**src/rtl/fb_read_arbiter.sv**
```systemverilog
// fb_read_arbiter: shares the frame-buffer BRAM read port among the
// display fetch (fixed priority) and two gradient engines (round-robin).
//
// Ports:
//   clk        rising-edge clock
//   rst        synchronous active-high reset
//   req        per-requester read request (0 display, 1 X-grad, 2 Y-grad)
//   req_addr   packed word addresses, requester i at [i*ADDR_W +: ADDR_W]
//   gnt        one-hot grant, combinational
//   rvalid     one-hot read-data valid, RD_LAT cycles after the grant
//   rdata      read data broadcast to all requesters
//   fb_en      BRAM read enable
//   fb_addr    BRAM read address
//   fb_dout    BRAM read data
//   starve_evt pulse when a starved gradient engine displaces the display
module fb_read_arbiter #(
    parameter int ADDR_W   = 15,
    parameter int DATA_W   = 16,
    parameter int RD_LAT   = 1,
    parameter int MAX_WAIT = 64
) (
    input  logic                  clk,
    input  logic                  rst,
    input  logic [2:0]            req,
    input  logic [3*ADDR_W-1:0]   req_addr,
    output logic [2:0]            gnt,
    output logic [2:0]            rvalid,
    output logic [DATA_W-1:0]     rdata,
    output logic                  fb_en,
    output logic [ADDR_W-1:0]     fb_addr,
    input  logic [DATA_W-1:0]     fb_dout,
    output logic                  starve_evt
);

    localparam logic [7:0] MAX_W8 = 8'(MAX_WAIT);

    logic [7:0] cnt1_q;
    logic [7:0] cnt1_d;
    logic [7:0] cnt2_q;
    logic [7:0] cnt2_d;

    // 0: requester 1 granted last, 1: requester 2 granted last
    logic rr_last_q;
    logic rr_last_d;

    logic [RD_LAT-1:0][2:0] tag_q;
    logic [RD_LAT-1:0][2:0] tag_d;

    logic       starve1;
    logic       starve2;
    logic [2:0] gnt_c;

    // Wait counter: saturates at the limit, clears on grant or idle.
    function automatic logic [7:0] next_cnt(
        input logic       r,
        input logic       g,
        input logic [7:0] c
    );
        logic [7:0] n;
        n = c;
        if (!r || g) begin
            n = 8'd0;
        end else if (c != MAX_W8) begin
            n = c + 8'd1;
        end
        return n;
    endfunction

    // Starvation only counts while the engine is still asking.
    always_comb begin
        starve1 = req[1] && (cnt1_q == MAX_W8);
        starve2 = req[2] && (cnt2_q == MAX_W8);
    end

    always_comb begin
        gnt_c = 3'b000;
        if (rst) begin
            gnt_c = 3'b000;
        end else if (starve1) begin
            gnt_c = 3'b010;
        end else if (starve2) begin
            gnt_c = 3'b100;
        end else if (req[0]) begin
            gnt_c = 3'b001;
        end else if (req[1] && req[2]) begin
            gnt_c = rr_last_q ? 3'b010 : 3'b100;
        end else if (req[1]) begin
            gnt_c = 3'b010;
        end else if (req[2]) begin
            gnt_c = 3'b100;
        end
    end

    always_comb begin
        fb_addr = '0;
        unique case (1'b1)
            gnt_c[0]: fb_addr = req_addr[0*ADDR_W +: ADDR_W];
            gnt_c[1]: fb_addr = req_addr[1*ADDR_W +: ADDR_W];
            gnt_c[2]: fb_addr = req_addr[2*ADDR_W +: ADDR_W];
            default:  fb_addr = '0;
        endcase
    end

    always_comb begin
        gnt        = gnt_c;
        fb_en      = |gnt_c;
        starve_evt = !rst && req[0] && (starve1 || starve2);
        rvalid     = rst ? 3'b000 : tag_q[RD_LAT-1];
        rdata      = fb_dout;
    end

    always_comb begin
        cnt1_d    = next_cnt(req[1], gnt_c[1], cnt1_q);
        cnt2_d    = next_cnt(req[2], gnt_c[2], cnt2_q);
        rr_last_d = rr_last_q;
        if (gnt_c[1]) begin
            rr_last_d = 1'b0;
        end else if (gnt_c[2]) begin
            rr_last_d = 1'b1;
        end
    end

    always_comb begin
        tag_d    = tag_q;
        tag_d[0] = gnt_c;
        for (int i = 1; i < RD_LAT; i++) begin
            tag_d[i] = tag_q[i-1];
        end
    end

    always_ff @(posedge clk) begin
        if (rst) begin
            cnt1_q    <= 8'd0;
            cnt2_q    <= 8'd0;
            rr_last_q <= 1'b1;
            tag_q     <= '0;
        end else begin
            cnt1_q    <= cnt1_d;
            cnt2_q    <= cnt2_d;
            rr_last_q <= rr_last_d;
            tag_q     <= tag_d;
        end
    end

endmodule

```
**config.mk**
```make
export PLATFORM = sky130hd
export DESIGN_NAME = fb_read_arbiter
export DESIGN_NICKNAME = d
export VERILOG_FILES = /design/src/rtl/fb_read_arbiter.sv
export SDC_FILE = /design/constraint.sdc
export NUM_CORES = 1
export LEC_CHECK = 0
export ABC_CLOCK_PERIOD_IN_PS = 3800
export CAP_MARGIN = 5
export CORE_MARGIN = 2
export CORE_UTILIZATION = 40
export DETAILED_ROUTE_END_ITERATION = 8
export GPL_ROUTABILITY_DRIVEN = 0
export GPL_TIMING_DRIVEN = 0
export PLACE_DENSITY = 0.85
export SLEW_MARGIN = 10
export SYNTH_ARGS = -nofsm -noshare
export SYNTH_HDL_FRONTEND = slang
export SYNTH_SLANG_ARGS = --single-unit
```
**constraint.sdc**
```tcl
create_clock -name clk -period 3.8 [get_ports clk]
set_input_delay 0.95 -clock clk [delete_from_list [all_inputs] [get_ports clk]]
set_output_delay 0.95 -clock clk [all_outputs]
set_load 0.05 [all_outputs]
```
* Yosys cells after proc, flatten, opt, wreduce, memory -nomap -nowiden
Index checks and enable logic that the tools add are counted.
** Storage, ports and cells
- Bits in registers :: 20
- Input port bits :: 66
** Operators by class
- Add/subtract/negate cells :: 2
- Equality and inequality tests :: 4
- Multiplexer cells :: 12
- Reductions and logical operators :: 15
** Operator list (number)
- one-hot mux 15 bit (3 select lines) :: 1
- two-way mux 3 bit :: 9
- adder 8 x 1 -> 8 bit, second input constant :: 2
- equality test 8 x 7 -> 1 bit, second input constant :: 2
- != test 8 x 7 -> 1 bit, second input constant :: 2
- logical AND 1 bit :: 5
- OR reduction 2 bit :: 2
- zero test 1 bit :: 3
- logical OR 1 bit :: 3
- OR reduction 3 bit :: 1
- two-way mux 1 bit :: 2
- nonzero test 2 bit :: 1

* Logic depth before layout (Yosys ltp)
- Depth in word-level cells :: 9
- Depth in mapped cells :: 7

* Worst setup path before layout
No wires, ideal clock.
- Path type :: input to output
- Start :: in req[0]
- End :: out starve_evt
- Arrival :: 2.754 ns
- Path slack :: 0.096 ns
- Stages :: 4
- Path buffers :: 2
- Cells stage by stage :: nor2b_1 clkbuf_1 clkbuf_1 a21boi_0
** Between the ends
- Longest elaborated chain between the ends :: 2
** RTL lines
- start: declaration :: line 24 : input logic [2:0] req,
- logical AND 1 bit (2 in series) :: line 107 : starve_evt = !rst && req[0] && (starve1 || starve2);
- end: declaration :: line 32 : output logic starve_evt
Every way passes these cells.

* Worst setup path in the final report
- Start :: in req[0]
- End :: out fb_en
** Between the ends
- Longest elaborated chain between the ends :: 5
** RTL lines
- two-way mux 3 bit :: line 83 : end else if (req[0]) begin
- two-way mux 3 bit :: line 81 : end else if (starve2) begin
- two-way mux 3 bit :: line 79 : end else if (starve1) begin
- two-way mux 3 bit :: line 77 : if (rst) begin
- OR reduction 3 bit :: line 106 : fb_en = |gnt_c;
- end: declaration :: line 29 : output logic fb_en,
Every way passes these cells.

==> results.cfg <==
[clock_tree]
cts-root-buf = clkbuf_8
cts.path.max_buffers = 2
cts_tree = built
cts_num_sinks = 20
clk_latency_ns = 0.25
h-tree-depth = 1
clk_pin_slew_ns = 0.07
post_cts_buffers = 0
cts_buffers = 3

[timing]
hold_viol = 0
setup_violations = 0
tightest_slew_ns = 0.5127
finClkSkew_ns = 0.001151
fmax_ghz = 0.2703
drv_slew = 0
relSlewSlack_pct = 65.71
fin_crit_sh_pct = 97.36
rsz0062_at_grt = yes
period_needed_ns = 3.699

[grt]
grt_pass1_wl_mm = 6.893
antenna_found_initial = 0
grt_max_degree = 11
first_global_vias = 1630
grt.overflow.total = 0
grt_util_all_layers_pct = 18.89

[floorplan]
io_pins = 105
die_y_um = 68.57
row_count = 23
core_area_sq_um = 4000
die_w_um = 68.57
dieArea_sq_um = 4702
initial_core_util_pct = 41.70

[synthesis]
yosysWarnings = 0
syn_inst = 201
synthesis.nets = 271
synth_area_per_cell_sq_um = 8.298
syn-cell-area_sq_um = 1668
ys_types = 41
seq_area_frac_synth_pct = 24.01
ys_ff_latch = 20

[worst_setup_path]
startpoint_type = input pin
endpoint_kind = output port
crit_fanout = 10
r2r-end = cnt2_q[1]
cp_data_arrival_time_ns = 2.75
slowest_delay_ns = 0.56
critical_path.cell_chain = clkdlybuf4s50_1 > nand2b_1 > a21oi_1 > o21ai_4 > buf_6 > nand3_1 > clkdlybuf4s15_2
cp_slowest_cell = clkdlybuf4s50_1
worstSetupPathType = input pin to output port
worstReg2RegStart = cnt1_q[0]
regToRegSetupSlack_ns = 1.96
crit_required_ns = 2.85
reg2reg_depth = 7

[routing]
drtIter0Drc = 48
drcViolationCount = 0
final_antenna_net_count = 0
via_per_inst = 5.000
post_drt_wl_per_cell_um = 13.09
wl_mm = 4.463
vias = 1705
dr.pass1.iters = 4

[power_and_ir_drop]
peakVddDrop_v = 0.0002861
power_density_nw_per_um2 = 238.9
power.total_uw = 617.3
leakagePower_uw = 0.001165

[worst_hold_path]
hold_depth = 2
holdCritPathClass = flop to flop
whs_endpoint = cnt2_q[7]
hold_start = cnt2_q[7]

[cells_and_area]
final_cell_mix = 68 x clkdlybuf4s50_1, 37 x inv_1, 20 x dfxtp_1
fin_area_sq_um = 2584
antenna_cells = 0
stdcell_count = 341
fillers = 358
finish.net_count = 363
drive_above_1_share_pct = 25.43
final_common_cell = clkdlybuf4s50_1
syn2layout_area_growth_pct = 54.91

[placed_design]
place_hpwl_mm = 3.531
dp_cells = 339
placedInstanceArea_sq_um = 2611
io_buffers = 88

[run]
maxCapViolCount = 0

[outcome]
status = finished clean
-- sequential cells by signal, summed over array words and instances, names as in the netlist --
register and count:
tag_q 3, cnt2_q 8, rr_last_q 1, cnt1_q 8
-- power breakdown --
part / switching [uW] / total (uW) / internal, uW
Combinational: 151 / 263 / 112
Sequential: 3.98 / 218 / 214
Clock: 66.3 / 137 / 70.6
Total: 221 / 617 / 396
-- synth_stat cells (all sizes together) --
cell / n / area, sq um
or3: 2 / 17.52
nand4bb: 2 / 22.52
inv: 41 / 153.9
a21oi: 3 / 15.01
a311oi: 1 / 8.760
xnor2: 5 / 43.79
nand2b: 2 / 12.51
mux2i: 1 / 10.01
nor2b: 4 / 25.02
o221ai: 15 / 225.2
dfxtp: 20 / 400.4
nand4: 15 / 93.84
a21o: 1 / 7.510
and2b: 1 / 7.510
xor2: 9 / 78.83
nor3: 14 / 70.07
nand3: 14 / 75.07
and3: 8 / 51.30
a21boi: 1 / 7.510
or2: 1 / 6.260
o21ai: 3 / 26.27
nor2: 3 / 13.77
ha: 4 / 50.05
mux2: 1 / 11.26
nand2: 1 / 3.750
buf: 21 / 162.7
and4bb: 2 / 25.02
clkbuf: 4 / 15.01
o22ai: 1 / 12.51
o2111ai: 1 / 15.01
-- worst max path at each step --
| stage | start | cells after the start | to |
|---|---|---|---|
| 6_report | req[0] | 7 | fb_en |
| 5_1_grt | req[0] | 7 | fb_en |
| 4_1_cts | rst | 7 | fb_addr[8] |
| 3_5_place_dp | req[0] | 7 | fb_addr[12] |
| 3_3_place_gp | req[0] | 7 | fb_addr[7] |
| 2_1_floorplan | req[0] | 4 | starve_evt |
-- final cells by class --
type | instances | area (sq um) | area share (%)
Tap cell | 50 | 62.56 | 2.421
Inverter | 41 | 153.9 | 5.956
Timing Repair Buffer | 88 | 804.5 | 31.14
Clock buffer | 3 | 41.29 | 1.598
Sequential cell | 20 | 400.4 | 15.50
Multi-Input combinational cell | 115 | 943.4 | 36.51
Buffer | 24 | 177.7 | 6.876
-- logic make-up after synthesis --
kind of cell	count (synthesis)	synth area share, %
compound gates	26	19.05
xor+xnor	14	7.352
fa+ha+maj	4	3.001
buf+inv	66	19.88
flops	20	24.01
mux	2	1.275
simple gates	69	25.43
-- per-stage QoR --
stage / utilization (%) / TNS, ns / hold slack [ns] / setup slack (ns)
after floorplan: - / 0 / 0.5106 / 0.09631
after global placement: 65.28 / -9.309 / 0.5506 / -0.5902
after detailed placement: 65.28 / -9.889 / 0.5534 / -0.6151
after CTS: 66.31 / 0 / 0.5743 / 0.002094
after global routing: 64.59 / -0.005142 / 0.6115 / -0.005142
final: 64.59 / 0 / 0.5726 / 0.1005
-- metal layers --
metal | vias up | GRT usage [%] | share of wire [%]
met5 | - | 0 | 0
met2 | 54 | 34.13 | 53
met4 | 0 | 3.000 | 0.65
li1 | 866 | - | -
met1 | 781 | 22.99 | 41
met3 | 4 | 4.383 | 5.8
-- what timing repair did --
action,in CTS,in global routing
endpoints found under the setup margin,20,18
pin swaps,1,0
hold buffers,0,0
endpoints found under the hold margin,0,0
resized for setup,68,32
gates cloned,0,0
-- worst max-delay path, delay by kind of cell --
kind / cells / cell delay (ns)
buffers and inverters: 3 / 1.13
AOI/OAI and AO/OA: 2 / 0.44
and+or+nand+nor: 2 / 0.23
No activity file was read; power rests on OpenSTA's default activity.
